File: src/rtl/logic_unit_pkg.sv
// Shared types for the pipelined logic unit: operation encoding and the optional
// zero-flag width (LOGIC_ZERO_FLAG_EN adds one bit carried alongside each result).
package logic_unit_pkg;

  typedef enum logic [1:0] {
    LOP_AND = 2'd0,
    LOP_OR  = 2'd1,
    LOP_XOR = 2'd2,
    LOP_NOR = 2'd3
  } logic_op_t;

`ifdef LOGIC_ZERO_FLAG_EN
  localparam int ZERO_FLAG_W = 1;
`else
  localparam int ZERO_FLAG_W = 0;
`endif

endpackage

File: src/rtl/pipelined_logic_unit_if.sv
// Valid/ready operand and result bus of the pipelined logic unit.
// zero_o exists only when LOGIC_ZERO_FLAG_EN is defined.
interface pipelined_logic_unit_if
  import logic_unit_pkg::*;
#(
  parameter int NB_BITS = 32
) ();

  logic [NB_BITS-1:0] a_i;
  logic [NB_BITS-1:0] b_i;
  logic_op_t          op_i;
  logic               valid_i;
  logic               ready_o;
  logic [NB_BITS-1:0] s_o;
  logic               valid_o;
  logic               ready_i;
`ifdef LOGIC_ZERO_FLAG_EN
  logic               zero_o;
`endif

  modport slave (
    input  a_i, b_i, op_i, valid_i, ready_i,
`ifdef LOGIC_ZERO_FLAG_EN
    output zero_o,
`endif
    output ready_o, s_o, valid_o
  );

  modport master (
    output a_i, b_i, op_i, valid_i, ready_i,
`ifdef LOGIC_ZERO_FLAG_EN
    input  zero_o,
`endif
    input  ready_o, s_o, valid_o
  );

endinterface

File: src/rtl/pipe_stage.sv
// One elastic pipeline slot: loads when empty or when the slot downstream loads.
// Bubbles advance the valid bit but never overwrite the held data.
module pipe_stage #(
  parameter int NB_BITS_W = 32
) (
  input  logic                 clk_i,
  input  logic                 rst_i,
  input  logic                 v_in,
  input  logic [NB_BITS_W-1:0] d_in,
  input  logic                 en_in,
  output logic                 v_out,
  output logic [NB_BITS_W-1:0] d_out,
  output logic                 en_out
);

  logic                 v_reg;
  logic [NB_BITS_W-1:0] d_reg;

  assign en_out = ~v_reg | en_in;
  assign v_out  = v_reg;
  assign d_out  = d_reg;

  always_ff @(posedge clk_i or posedge rst_i) begin
    if (rst_i) begin
      v_reg <= 1'b0;
      d_reg <= '0;
    end else if (en_out) begin
      v_reg <= v_in;
      if (v_in) begin
        d_reg <= d_in;
      end
    end
  end

endmodule

File: src/rtl/pipelined_logic_unit.sv
// AND/OR/XOR/NOR unit feeding a DEPTH-stage elastic valid/ready pipeline.
// LOGIC_ZERO_FLAG_EN carries a result==0 bit through every stage to zero_o.
module pipelined_logic_unit
  import logic_unit_pkg::*;
#(
  parameter int NB_BITS = 32,
  parameter int DEPTH   = 2
) (
  input  logic                  clk_i,
  input  logic                  rst_i,
  pipelined_logic_unit_if.slave bus
);

  localparam int W = NB_BITS + ZERO_FLAG_W;

  logic [NB_BITS-1:0] result;
  logic [W-1:0]       data_chain  [DEPTH+1];
  logic               valid_chain [DEPTH+1];
  logic               en_chain    [DEPTH+1];

  // Plain case: op_i may be garbage while valid_i is low.
  always_comb begin
    result = '0;
    case (bus.op_i)
      LOP_AND: result = bus.a_i & bus.b_i;
      LOP_OR:  result = bus.a_i | bus.b_i;
      LOP_XOR: result = bus.a_i ^ bus.b_i;
      default: result = ~(bus.a_i | bus.b_i);
    endcase
  end

`ifdef LOGIC_ZERO_FLAG_EN
  assign data_chain[0] = {(result == '0), result};
`else
  assign data_chain[0] = result;
`endif
  assign valid_chain[0]  = bus.valid_i;
  assign en_chain[DEPTH] = bus.ready_i;

  generate
    for (genvar gi = 0; gi < DEPTH; gi++) begin : g_stage
      pipe_stage #(.NB_BITS_W(W)) u_stage (
        .clk_i  (clk_i),
        .rst_i  (rst_i),
        .v_in   (valid_chain[gi]),
        .d_in   (data_chain[gi]),
        .en_in  (en_chain[gi+1]),
        .v_out  (valid_chain[gi+1]),
        .d_out  (data_chain[gi+1]),
        .en_out (en_chain[gi])
      );
    end
  endgenerate

  assign bus.ready_o = en_chain[0];
  assign bus.valid_o = valid_chain[DEPTH];
  assign bus.s_o     = data_chain[DEPTH][NB_BITS-1:0];
`ifdef LOGIC_ZERO_FLAG_EN
  assign bus.zero_o  = data_chain[DEPTH][NB_BITS];
`endif

endmodule

File: src/flat_wrapper.sv
// flat-port wrapper written by rule: the top's interface ports become plain ports
module pipelined_logic_unit_flat import logic_unit_pkg::*;
#(
  parameter int NB_BITS = 32,
  parameter int DEPTH   = 2
)
  (clk_i, rst_i, bus_a_i, bus_b_i, bus_op_i, bus_valid_i, bus_ready_i, bus_ready_o, bus_s_o, bus_valid_o);
  pipelined_logic_unit_if #(.NB_BITS(NB_BITS)) bus_i ();
  input  logic clk_i;
  input  logic rst_i;
  input wire logic [$bits(bus_i.a_i)-1:0] bus_a_i;
  input wire logic [$bits(bus_i.b_i)-1:0] bus_b_i;
  input wire logic [$bits(bus_i.op_i)-1:0] bus_op_i;
  input wire logic [$bits(bus_i.valid_i)-1:0] bus_valid_i;
  input wire logic [$bits(bus_i.ready_i)-1:0] bus_ready_i;
  output wire logic [$bits(bus_i.ready_o)-1:0] bus_ready_o;
  output wire logic [$bits(bus_i.s_o)-1:0] bus_s_o;
  output wire logic [$bits(bus_i.valid_o)-1:0] bus_valid_o;
  assign bus_i.a_i = bus_a_i;
  assign bus_i.b_i = bus_b_i;
  assign bus_i.op_i = bus_op_i;
  assign bus_i.valid_i = bus_valid_i;
  assign bus_i.ready_i = bus_ready_i;
  assign bus_ready_o = bus_i.ready_o;
  assign bus_s_o = bus_i.s_o;
  assign bus_valid_o = bus_i.valid_o;
  pipelined_logic_unit #(.NB_BITS(NB_BITS), .DEPTH(DEPTH)) u_core (.clk_i(clk_i), .rst_i(rst_i), .bus(bus_i));
endmodule
File: config.mk
export PLATFORM = sky130hd
export DESIGN_NAME = pipelined_logic_unit_flat
export DESIGN_NICKNAME = d
export VERILOG_FILES = /design/src/rtl/logic_unit_pkg.sv /design/src/rtl/pipelined_logic_unit_if.sv /design/src/rtl/pipe_stage.sv /design/src/rtl/pipelined_logic_unit.sv /design/src/flat_wrapper.sv
export SDC_FILE = /design/constraint.sdc
export NUM_CORES = 1
export LEC_CHECK = 0
export BUFFER_PORTS_ARGS = -buffer_cell sky130_fd_sc_hd__buf_2
export CAP_MARGIN = 20
export CORE_UTILIZATION = 52
export DETAILED_ROUTE_END_ITERATION = 6
export PLACE_DENSITY_LB_ADDON = 0.05
export SETUP_SLACK_MARGIN = 0.05
export SLEW_MARGIN = 30
export SYNTH_ARGS = -nofsm -noshare
export SYNTH_HDL_FRONTEND = slang
export SYNTH_SLANG_ARGS = --single-unit
export TNS_END_PERCENT = 10
File: constraint.sdc
create_clock -name clk_i -period 2.2 [get_ports clk_i]
set_input_delay 0.22 -clock clk_i [delete_from_list [all_inputs] [get_ports clk_i]]
set_output_delay 0.22 -clock clk_i [all_outputs]
set_load 0.02 [all_outputs]
==> metrics, run 1 <==
H-tree lvl count=3; vias=between 2k and 3k; combinational fraction of design power=32.2%; # IOs=between 100 and 150; Clock power frac=24.6%; Mapped Avg Cell Area=between 10 and 15 um2; library cells used by synthesis=13; first-pass GRT wire length=between 10,000 and 15,000 um; CP Cell Sequence=nand3b_1 -> nand2_2 -> buf_4 -> mux2_2; Seq pwr share=between 40% and 50%; RSZ-0062 raised after global routing=no; Power Total=3.95 mW; status=complete, but fails checks; CP max stage cell=mux2_2; total global routing overflow=0; DR iter-0 viols=between 60 and 70; # setup viols final=0; CTS tree=done; mapped cell area=~0.0048 mm2; Worst slew margin=approximately two thirds; std cell rows=34; GPL Wtd Cong=0.741; cts repair resizes=0; cts bufs inserted=9; Worst Path Arrival=1.67 ns; DRC=9; setup ws final=between 0.7 and 0.8 ns; Pint=2.70 mW; clock sink count=between 60 and 70; setup bufs post-CTS=0; initial antenna violation count=1; TritonRoute pass-1 iters=6; critical path launch point type=flip-flop; Net Count, Synth=between 500 and 600; DR WL/cell=roughly 13 um; Root Buffer=clkbuf_8; Slew Viols, Final=0; nets@finish=between 600 and 700; Initial Util=a little over half; Die H=97.9 um; critical path class=flip-flop to flip-flop; routed wire length=approximately 7900 um; Layout fillers=771; total track usage=between 15 and 20%; layout overhead on the synthesized area=11.7%; Critical Path RT=2.41 ns; ant diodes=0; min-delay worst type=input port to flip-flop; final period utilization=between 60% and 70%; largest net degree at the start of global routing=33; dpl hpwl=a little under 6000 um; max_cap viols=0; sequential share of the synthesized area=roughly a third; Die X=97.9 um; Largest stage delay, worst path=between 0.3 and 0.4 ns; ANT nets after route=0; kind of end point of the critical path=flip-flop; Syn Inst Count=between 400 and 500; Via-to-Cell Ratio=4.92; family with the most delay on the worst path=multiplexers; CTS max path bufs=2; layout cell share with drive strength beyond 1=between 30% and 40%; pre-CTS setup slack=a little under 0.6 ns; Switching Share=between 30% and 40%; PortBufs=roughly 100; Worst-Margin Slew=roughly 0.52 ns; post-route minimum period=1.46 ns; Skew-Pair Late Insertion Delay=around 0.33 ns; CTS clk-pin slew, worst paths=0.06 ns; die area=roughly 0.0096 mm2; final setup skew=between 0.01 and 0.015 ns; Psw=approximately 1.3 mW; Yosys Warn Count=0; setup TNS=0 ns; vias in the first global route=about 2.9k; # hold bufs at CTS=1; Worst Path Max Fanout=19; core area=a little under 0.009 mm2; Pleak=3.03 nW; Peak supply drop=around 0.48 mV; #FFs+latches synth=66; Pwr Density=about 740 mW/mm2; Worst Path Buf+Inv=1; Hold Vio Cnt, Final=0; f_max=roughly 700 MHz; failing checks=DRC
## cell families after synthesis
kind of cell	count (synthesis)	share of synthesized area, %
simple gates	6	0.706
buf+inv	114	13.7
xor+xnor	32	5.86
mux	128	28.5
flops	66	34.5
fa+ha+maj	64	16.7
## registers in the layout, summed over array words and instances, names as in the netlist
register                      count
u_core.g_stage.u_stage.d_out     64
u_core.g_stage.u_stage.v_out      2
## cells in the final DEF, fill, tap and decap left out
cell type	Yosys	routed
buf_2	3	102
dfrtp_1	66	66
mux2i_1	64	64
mux2_2	64	64
inv_1	65	64
ha_1	64	64
xor2_1	32	32
clkbuf_8	0	10
buf_4	39	9
nand2b_1	3	3
buf_12	3	3
nand2_2	0	2
clkbuf_1	0	2
clkinv_2	0	2
nand3b_1	1	1
inv_2	0	1
bufinv_16	0	1
dlygate4sd3_1	0	1
## layer usage
layer	wire, um	track usage (%)	vias up
met1	3770	24.0	1421
met5	0	0	-
met4	59	4.20	0
met2	3660	28.3	71
li1	-	-	1451
met3	407	4.80	6
## worst paths after layout
check,startpoint,end,slack [ns],cells past startpoint
worst max register to register,u_core.g_stage[0].u_stage.v_out,u_core.g_stage[0].u_stage.d_out[1],0.74,4
worst min-delay path,bus_valid_i,u_core.g_stage[0].u_stage.v_out,0.10,2
max in group asynchronous,rst_i,u_core.g_stage[1].u_stage.d_out[15],1.15,4
worst max-delay path,u_core.g_stage[0].u_stage.v_out,u_core.g_stage[0].u_stage.d_out[1],0.74,4
min in group asynchronous,rst_i,u_core.g_stage[0].u_stage.d_out[27],0.47,3
worst min register to register,u_core.g_stage[0].u_stage.d_out[13],u_core.g_stage[1].u_stage.d_out[13],0.50,1
## Yosys cell counts
| library cell | instances | area share, % |
|---|---|---|
| buf_12 | 3 | 1.3 |
| buf_2 | 3 | 0.31 |
| buf_4 | 39 | 6.1 |
| buf_6 | 4 | 0.94 |
| dfrtp_1 | 66 | 35 |
| ha_1 | 64 | 17 |
| inv_1 | 65 | 5.1 |
| mux2_2 | 64 | 15 |
| mux2i_1 | 64 | 13 |
| nand2_1 | 2 | 0.16 |
| nand2b_1 | 3 | 0.39 |
| nand3b_1 | 1 | 0.16 |
| xor2_1 | 32 | 5.9 |
## layout make-up
| cell class | count | area, um2 | share of cell area [%] |
|---|---|---|---|
| Clock buffer | 12 | 145 | 2.72 |
| Inverter | 65 | 244 | 4.56 |
| Clock inverter | 3 | 40.0 | 0.749 |
| Timing Repair Buffer | 115 | 648 | 12.1 |
| Sequential cell | 66 | 1650 | 30.9 |
| Multi-Input combinational cell | 230 | 2480 | 46.4 |
| Tap cell | 108 | 135 | 2.53 |
## power by group through the flow
stage	combinational [mW]	sequential (mW)	clock [mW]
floorplan	1.20	1.67	0
global placement	1.26	1.72	0
detailed placement	1.29	1.74	0
CTS	1.29	1.71	1.01
global route	1.39	1.75	1.06
finish	1.27	1.71	0.971
## metrics by stage
step           std cells  area, um2  utilization [%]  hold slack (ns)
2_1_floorplan        410       4780                -            0.328
3_3_place_gp         583       5150             58.5            0.288
3_5_place_dp         583       5150             58.5            0.292
4_1_cts              599       5350             60.7           0.0837
5_1_grt              599       5350             60.7           0.0980
6_report             599       5350             60.7            0.102
Power figures use the tool's default switching activity.
==> run 2: changes to the inputs <==
CORE_UTILIZATION = 50   (was 52)
clock period = 1.3 ns   (was 2.2 ns; I/O delays follow)
==> metrics, run 2 (synthesized netlist as in run 1, its figures left out) <==
status=complete, but fails checks; failing checks=setup timing; Worst slew margin=70.1%; Pleak=~3.2 nW; clock sink count=66; Hold Vio Cnt, Final=0; Via-to-Cell Ratio=~4.8; setup ws final=-0.00506 ns; # IOs=between 100 and 150; setup TNS=-0.0187 ns; vias=around 3k; DRC=0; Worst Path Max Fanout=11; TritonRoute pass-1 iters=4; critical path class=flip-flop to flip-flop; Pwr Density=approximately 1200 mW/mm2; CTS max path bufs=2; most frequent cells in the layout=buf_2 (101), dfrtp_1 (66), mux2i_1 (64), inv_1 (64), ha_1 (64); PortBufs=between 100 and 150; routed wire length=approximately 8000 um; max FFs per register=between 60 and 70; CP Capture Point=u_core.g_stage[0].u_stage.d_out[17]; H-tree lvl count=3; critical path launch point type=flip-flop; Root Buffer=clkbuf_8; Worst Path Arrival=1.52 ns; Critical Path RT=~1.5 ns; Setup crit start=u_core.g_stage[0].u_stage.v_out; final setup skew=approximately 0.0054 ns; kind of end point of the critical path=flip-flop; f_max=~770 MHz; Initial Util=between 50% and 60%; max_cap viols=0; RSZ-0062 raised after global routing=yes; cts bufs inserted=9; Die X=about 100 um; total global routing overflow=0; vias in the first global route=roughly 2.9k; total track usage=around 17%; Die H=99.8 um; hold depth=2; layout overhead on the synthesized area=16.1%; ant diodes=0; R2R setup slack=-0.005 ns; r2r startpoint=u_core.g_stage[0].u_stage.v_out; min-delay worst type=input port to flip-flop; post-route minimum period=about 1.3 ns; CTS tree=done; commonest non-fill, non-tap cell in the layout=buf_2; R2R cell count=4; dpl hpwl=~6000 um; CTS clk-pin slew, worst paths=around 0.070 ns; std cell rows=35; # setup viols final=6; DR WL/cell=12.6 um; Worst-Margin Slew=roughly 0.45 ns; Peak supply drop=roughly 0.57 mV; Core Util, Final=about 60%; initial antenna violation count=1; largest net degree at the start of global routing=33; die area=0.00996 mm2; core area=0.00924 mm2; ANT nets after route=0; nets@finish=around 630; final period utilization=100%; worst r2r dst=u_core.g_stage[0].u_stage.d_out[17]; GPL Wtd Cong=approximately 0.66; Slew Viols, Final=0; DR iter-0 viols=29; first-pass GRT wire length=~13,000 um; layout cell share with drive strength beyond 1=approximately 40%; Skew-Pair Late Insertion Delay=approximately 0.33 ns
## run 2: cell types whose count changed in the layout (fill, tap and decap cells not counted), sizes merged
| cell | previous run | this run |
|---|---|---|
| buf | 114 | 121 |
| bufinv | 1 | 0 |
| clkbuf | 12 | 14 |
| clkinv | 2 | 3 |
| clkinvlp | 0 | 1 |
| inv | 65 | 64 |
## run 2: repair_timing
action | CTS | global route
setup buffers | 1 | 0
pin swaps | 1 | 2
cloned | 0 | 1
gates resized for setup | 4 | 12
hold endpoints to repair | 15 | 0
setup endpoints to repair | 36 | 65
hold buffers | 1 | 0
## run 2: how the worst min path moves through the flow
stage                start                                  end
2_1_floorplan  bus_valid_i      u_core.g_stage[0].u_stage.v_out
3_3_place_gp         rst_i  u_core.g_stage[1].u_stage.d_out[21]
3_5_place_dp         rst_i  u_core.g_stage[1].u_stage.d_out[21]
4_1_cts        bus_valid_i      u_core.g_stage[0].u_stage.v_out
5_1_grt        bus_valid_i      u_core.g_stage[0].u_stage.v_out
6_report       bus_valid_i      u_core.g_stage[0].u_stage.v_out
## run 2: stage by stage
step | cells | cell area (um2) | power [mW] | setup WS [ns] | hold WS, ns
floorplan | 410 | 4790 | 4.86 | -0.284 | 0.238
global placement | 610 | 5290 | 5.09 | 0.0585 | 0.159
detailed placement | 610 | 5290 | 5.18 | 0.0259 | 0.170
CTS | 628 | 5480 | 6.68 | 0.00979 | 0.00793
global route | 629 | 5550 | 7.09 | -0.0661 | 0.0545
finish | 629 | 5550 | 6.65 | -0.00506 | 0.0532
## run 2: power breakdown
part	switching, mW	internal [mW]	leakage, nW	total (mW)
Sequential	0.289	2.61	0.790	2.90
Clock	0.717	0.737	0.0872	1.45
Combinational	1.15	1.14	2.28	2.30
Total	2.16	4.49	3.15	6.65
## run 2: area by class of cell
class	instances	area (um2)
clock buffers	13	149
clock inverters	3	15.0
fillers	790	3690
inverters	65	248
multi-input cells	230	2530
flip-flops and latches	66	1650
well taps	129	161
repair buffers	123	795
## run 2: critical path: stages, from the launching register on
cell	delay [ns]
dfrtp_1	0.37
nand3b_1	0.15
nand2_4	0.14
clkbuf_16	0.19
mux2_2	0.33
## run 2: routing by layer
| layer | vias to the layer above | track usage (%) | share of wire, % |
|---|---|---|---|
| met2 | 69 | 29.2 | 49 |
| met4 | 2 | 5.43 | 0.93 |
| met5 | - | 0 | 0.14 |
| met3 | 9 | 4.39 | 5.1 |
| li1 | 1467 | - | - |
| met1 | 1443 | 20.5 | 45 |
